==> src/rtl/mem_port_arbiter.sv <==
`default_nettype none
// ============================================================================
// Module   : mem_port_arbiter
// Purpose  : Shares one single-ported memory between an instruction-fetch
//            requester (port 0, read-only) and a data load/store requester
//            (port 1). The winning request is registered onto the memory
//            side. Grants rotate round-robin, and every transaction is
//            bounded by a timeout so a dead memory cannot hang the pipeline.
// Revision : 1.0 - initial release
//
// Parameters:
//   bitnum   width of address, write data and read data
//   TIMEOUT  max cycles spent waiting for mem_ready before abort (>= 2)
//   CNTW     timeout counter width, 2**CNTW > TIMEOUT
//
// Optional build macro:
//   ARB_DATA_PRIO_EN  when defined, port 1 always wins a simultaneous
//                     request (port 0 may starve while req1 stays high).
//
// Ports:
//   clk, rst_n                 clock (rising edge), async active-low reset
//   req0, addr0                port 0 request (held until ack0) and address
//   req1, addr1, wdata1, we1   port 1 request (held until ack1), address,
//                              write data, write enable
//   mem_req, mem_addr,         registered memory request, address,
//   mem_wdata, mem_we          write data, write enable
//   mem_ready, mem_rdata       memory completion and same-cycle read data
//   sel                        current/last grant index for datapath muxes
//   ack0, ack1                 one-cycle completion pulses
//   rdata                      registered read data, valid with ack0/ack1
//   err                        one-cycle pulse alongside ack on timeout
// ============================================================================
module mem_port_arbiter #(
  parameter int bitnum  = 32,
  parameter int TIMEOUT = 16,
  parameter int CNTW    = 5
) (
  input  logic              clk,
  input  logic              rst_n,
  input  logic              req0,
  input  logic [bitnum-1:0] addr0,
  input  logic              req1,
  input  logic [bitnum-1:0] addr1,
  input  logic [bitnum-1:0] wdata1,
  input  logic              we1,
  output logic              mem_req,
  output logic [bitnum-1:0] mem_addr,
  output logic [bitnum-1:0] mem_wdata,
  output logic              mem_we,
  input  logic              mem_ready,
  input  logic [bitnum-1:0] mem_rdata,
  output logic              sel,
  output logic              ack0,
  output logic              ack1,
  output logic [bitnum-1:0] rdata,
  output logic              err
);

  typedef enum logic [0:0] {
    IDLE = 1'b0,
    BUSY = 1'b1
  } state_t;

  // Counter value seen on the edge that must abort the transaction.
  localparam logic [CNTW-1:0] C_CNT_LAST = CNTW'(TIMEOUT - 1);

  state_t            state_q, state_d;
  logic              last_q, last_d;
  logic              sel_q, sel_d;
  logic              mem_req_q, mem_req_d;
  logic [bitnum-1:0] mem_addr_q, mem_addr_d;
  logic [bitnum-1:0] mem_wdata_q, mem_wdata_d;
  logic              mem_we_q, mem_we_d;
  logic              ack0_q, ack0_d;
  logic              ack1_q, ack1_d;
  logic [bitnum-1:0] rdata_q, rdata_d;
  logic              err_q, err_d;
  logic [CNTW-1:0]   cnt_q, cnt_d;
  logic              winner;

  // Grant selection: a lone requester always wins; on contention the port
  // that did not win last time gets the memory (or port 1 with priority).
  always_comb begin
    winner = req1;
    if (req0 && req1) begin
`ifdef ARB_DATA_PRIO_EN
      winner = 1'b1;
`else
      winner = ~last_q;
`endif
    end
  end

  always_comb begin
    state_d     = state_q;
    last_d      = last_q;
    sel_d       = sel_q;
    mem_req_d   = mem_req_q;
    mem_addr_d  = mem_addr_q;
    mem_wdata_d = mem_wdata_q;
    mem_we_d    = mem_we_q;
    rdata_d     = rdata_q;
    cnt_d       = cnt_q;
    ack0_d      = 1'b0;
    ack1_d      = 1'b0;
    err_d       = 1'b0;

    case (state_q)
      IDLE: begin
        if (req0 || req1) begin
          sel_d       = winner;
          mem_addr_d  = winner ? addr1 : addr0;
          mem_wdata_d = winner ? wdata1 : '0;
          mem_we_d    = winner & we1;
          mem_req_d   = 1'b1;
          cnt_d       = '0;
          state_d     = BUSY;
        end
      end

      BUSY: begin
        if (mem_ready) begin
          // Completion wins over a timeout landing on the same edge.
          rdata_d   = mem_rdata;
          ack0_d    = ~sel_q;
          ack1_d    = sel_q;
          mem_req_d = 1'b0;
          mem_we_d  = 1'b0;
          last_d    = sel_q;
          state_d   = IDLE;
        end else if (cnt_q == C_CNT_LAST) begin
          rdata_d   = '0;
          ack0_d    = ~sel_q;
          ack1_d    = sel_q;
          err_d     = 1'b1;
          mem_req_d = 1'b0;
          mem_we_d  = 1'b0;
          last_d    = sel_q;
          state_d   = IDLE;
        end else begin
          cnt_d = cnt_q + CNTW'(1);
        end
      end

      default: begin
        state_d = IDLE;
      end
    endcase
  end

  always_ff @(posedge clk or negedge rst_n) begin
    if (!rst_n) begin
      state_q     <= IDLE;
      last_q      <= 1'b1;
      sel_q       <= 1'b0;
      mem_req_q   <= 1'b0;
      mem_addr_q  <= '0;
      mem_wdata_q <= '0;
      mem_we_q    <= 1'b0;
      ack0_q      <= 1'b0;
      ack1_q      <= 1'b0;
      rdata_q     <= '0;
      err_q       <= 1'b0;
      cnt_q       <= '0;
    end else begin
      state_q     <= state_d;
      last_q      <= last_d;
      sel_q       <= sel_d;
      mem_req_q   <= mem_req_d;
      mem_addr_q  <= mem_addr_d;
      mem_wdata_q <= mem_wdata_d;
      mem_we_q    <= mem_we_d;
      ack0_q      <= ack0_d;
      ack1_q      <= ack1_d;
      rdata_q     <= rdata_d;
      err_q       <= err_d;
      cnt_q       <= cnt_d;
    end
  end

  assign mem_req   = mem_req_q;
  assign mem_addr  = mem_addr_q;
  assign mem_wdata = mem_wdata_q;
  assign mem_we    = mem_we_q;
  assign sel       = sel_q;
  assign ack0      = ack0_q;
  assign ack1      = ack1_q;
  assign rdata     = rdata_q;
  assign err       = err_q;

endmodule
`default_nettype wire

==> config.mk <==
export PLATFORM = sky130hd
export DESIGN_NAME = mem_port_arbiter
export DESIGN_NICKNAME = d
export VERILOG_FILES = /design/src/rtl/mem_port_arbiter.sv
export SDC_FILE = /design/constraint.sdc
export NUM_CORES = 1
export LEC_CHECK = 0
export CAP_MARGIN = 5
export CELL_PAD_IN_SITES_DETAIL_PLACEMENT = 2
export CELL_PAD_IN_SITES_GLOBAL_PLACEMENT = 2
export CORE_AREA = 2 2 142 144
export CTS_CLUSTER_SIZE = 14
export DETAILED_ROUTE_END_ITERATION = 8
export DIE_AREA = 0 0 144 146
export GPL_TIMING_DRIVEN = 0
export PLACE_DENSITY = 0.85
export SLEW_MARGIN = 0
export SYNTH_ARGS = -nofsm -noshare
export SYNTH_HDL_FRONTEND = slang
export SYNTH_SLANG_ARGS = --single-unit
==> constraint.sdc <==
create_clock -name clk -period 2.62 [get_ports clk]
set_input_delay 0.655 -clock clk [delete_from_list [all_inputs] [get_ports clk]]
set_output_delay 0.655 -clock clk [all_outputs]
set_load 0.02 [all_outputs]
==> results.rst <==
.. list-table::
   :header-rows: 1

   * - Metric
     - Value
   * - Result of the run
     - finished, final reports clean
   * - Post-detailed-placement half-perimeter wirelength
     - 13,220 um
   * - Register clock-pin slew on the reported worst setup and hold paths
     - 0.07 ns
   * - FF+latch count, synth
     - 109
   * - Synthesized netlist net count
     - 503
   * - Pin count of the biggest net entering global routing
     - 60
   * - Cells on worst reg2reg path
     - 6
   * - Via count normalized by instance count
     - 4.482
   * - Storage element area
     - 2729 um^2
   * - Height of the chip
     - 146 um
   * - DR WL/cell
     - 19.29 um
   * - Clock tree from TritonCTS
     - built
   * - Antenna violation net count after detailed routing
     - 0
   * - Cell leakage power
     - 3.053 nW
   * - Max-cap violation count
     - 0
   * - Combined area of all synthesized cells
     - 4209 um^2
   * - WP data required
     - 2.90 ns
   * - Synth Area per Inst
     - 11.47 um^2
   * - Number of buffers on the longest clock path
     - 2
   * - Crit path launch type
     - register
   * - Clock Sinks
     - 109
   * - Least-Margin Pin Slew
     - 0.8257 ns
   * - VDD IR-drop max
     - 465.1 uV
   * - Number of optimization iterations in the first detailed-route pass
     - 4
   * - Hold slack final
     - 0.3824 ns
   * - DRT iter0 DRCs
     - 80
   * - Accumulated negative setup slack
     - 0 ns
   * - Number of clock buffers inserted by TritonCTS
     - 9
   * - Initial Utilization
     - 21.77%
   * - Initial antenna violation count
     - 1
   * - Post-synthesis cell count
     - 367
   * - Remaining routing DRC violations
     - 0
   * - Full die area
     - 21,020 um^2
   * - RSZ-0062 raised after global routing
     - no
   * - Root Buffer Master
     - clkbuf_16
   * - Number of hold buffers added after cts
     - 0
   * - Via count of the first global-routing pass
     - 4,526
   * - Power per cell area
     - 1001 nW/um^2
   * - Core Region
     - 19,330 um^2
   * - Fillcell total
     - 2,073
   * - Maximum operating frequency
     - 0.4304 GHz
   * - Ratio of final minimum period to clock period
     - 88.67%
   * - Signed area change from the synthesized netlist to the final layout
     - 71.67%
   * - Startpoint of the lowest-slack register-to-register path
     - cnt_q[0]
   * - GRT Util Overall
     - 16.35%
   * - Largest clock skew in the final design
     - 0.006881 ns
   * - Total placed instance area
     - 6918 um^2
   * - Hold Fails Final Rpt
     - 0
   * - Arrival time of the worst setup path
     - 2.60 ns
   * - Max-slew headroom at the worst pin
     - 44.96%
   * - Endpoint class of the critical path
     - register
   * - Clock insertion delay at the later pin of the skew report
     - 0.35 ns
   * - Count of instances resized after the clock tree is built
     - 0
   * - Endpoints failing setup
     - 0
   * - Synthesis warning total
     - 0
   * - Gp weighted congestion
     - 0.7530
   * - Proportion of synthesized chip area in sequential cells
     - 64.83%
   * - Maximum level of the CTS H-tree
     - 3
   * - Count of pins on the block boundary
     - 236
   * - Cell row count
     - 51
   * - Count of cell types in the netlist
     - 31
   * - Worst slack at placement
     - -0.06751 ns
   * - Global-route wire length before repair
     - 26,320 um
   * - Worst R2R End
     - rdata[25]
   * - Detailed-route wire length
     - 17,050 um
   * - Postcts setup bufs
     - 0
   * - Area of combinational cells with multiple inputs
     - 1340 um^2
   * - Critical path start-end classification
     - register to register
   * - Horizontal extent of the die
     - 144 um
   * - Top fanout value on the critical path
     - 10
   * - Count of input and output buffers
     - 235
   * - Path class of the lowest-slack min-delay path
     - input port to async pin
   * - Vias after detailed routing
     - 3,962
   * - Setup slack after layout
     - 0.2968 ns
   * - Setup crit start
     - cnt_q[0]
   * - Total power draw
     - 0.007235 W
   * - Final design instance area without fill
     - 7226 um^2
   * - R2R Setup Slk
     - 0.30 ns
   * - Final net count
     - 750
   * - Number of max-slew violations in the final report
     - 0
   * - Share of final-layout standard cells stronger than drive strength 1
     - 4.531%
   * - Final min period
     - 2.323 ns
   * - Global route total overflow
     - 0
## how the worst max path moves through the flow
stage / slack, ns / endpoint
after global placement: -3.34 / mem_addr[9]
after floorplan: 0.68 / cnt_q[2]
after detailed placement: -0.07 / mem_addr[29]
after global routing: 0.11 / rdata[25]
after CTS: 0.23 / rdata[25]
final: 0.30 / rdata[25]
## state kept, by name, summed over array words and instances, names as in the netlist, 5 cells and up
register / count
rdata: 32
cnt_q: 5
mem_addr: 32
mem_wdata: 32
## cell families after synthesis
group | count (synthesis) | share of synthesized area, %
AND/OR/NAND/NOR | 78 | 7.611
buffers and inverters | 34 | 3.329
adder cells (fa/ha/maj) | 2 | 0.5944
multiplexers | 1 | 0.2378
flip-flops | 109 | 64.83
AO/OA/AOI/OAI | 143 | 23.39
## per-layer routing
metal | GRT usage [%] | vias up | share of wire [%]
li1 | - | 1796 | -
met2 | 29.38 | 132 | 53
met4 | 6.275 | 0 | 2.4
met1 | 18.90 | 2012 | 39
met3 | 3.323 | 22 | 5.8
met5 | 0 | - | 0
## layout by cell type, fill, tap and decap left out, types with 2 or more instances in the layout
cell / Yosys / routed
o22ai_1: 2 / 2
buf_2: 7 / 7
clkbuf_1: 20 / 20
o21ai_0: 3 / 3
buf_4: 1 / 2
inv_1: 4 / 4
a21o_1: 2 / 2
ha_1: 2 / 2
nor2_1: 34 / 34
clkdlybuf4s50_1: 0 / 234
inv_6: 0 / 2
buf_1: 2 / 2
a21oi_1: 65 / 65
dfrtp_1: 108 / 108
nand2_1: 35 / 35
a22o_1: 65 / 65
clkbuf_16: 0 / 9
## final cells by class
cell class,instances,area share [%]
well taps,265,4.589
clock buffers,10,3.307
repair buffers,236,32.90
plain buffers,30,1.732
diodes,1,0.03463
multi-input cells,224,18.55
inverters,4,0.2078
flip-flops and latches,109,37.77
clock inverters,5,0.9177
## critical path, cell delays in order, from the launching register on
cell and delay (ns):
dfrtp_1 0.41, ha_1 0.22, and3_1 0.18, ha_1 0.21
o21ai_1 0.54, clkbuf_1 0.44, a22o_1 0.24
## cells in the mapped netlist (all sizes together)
cell | count | area share (%)
o22ai | 2 | 0.30
nand4 | 1 | 0.15
nand3 | 1 | 0.12
inv | 4 | 0.36
a21bo | 1 | 0.24
nand2 | 35 | 3.1
a21o | 2 | 0.36
a22o | 65 | 14
and2 | 1 | 0.15
o31ai | 1 | 0.18
a21oi | 65 | 7.7
or3 | 1 | 0.15
nor2 | 35 | 3.2
nor3b | 1 | 0.18
a21boi | 1 | 0.18
o21bai | 1 | 0.18
buf | 10 | 1.2
o21ba | 1 | 0.24
dfrtp | 108 | 64
dfstp | 1 | 0.62
ha | 2 | 0.59
or3b | 1 | 0.21
o21ai | 4 | 0.48
and3b | 1 | 0.21
clkbuf | 20 | 1.8
mux2i | 1 | 0.24
and3 | 1 | 0.15
## power breakdown
group	switching, W	internal, W
Combinational	0.00164	0.00154
Clock	0.000663	0.000778
Sequential	0.000357	0.00226
## stage by stage
stage / util (%) / std cells
5_1_grt: 37.37 / 884
4_1_cts: 37.36 / 883
2_1_floorplan: - / 367
3_3_place_gp: 35.65 / 867
6_report: 37.37 / 884
3_5_place_dp: 35.78 / 868
(Power assumes the default switching activity.)
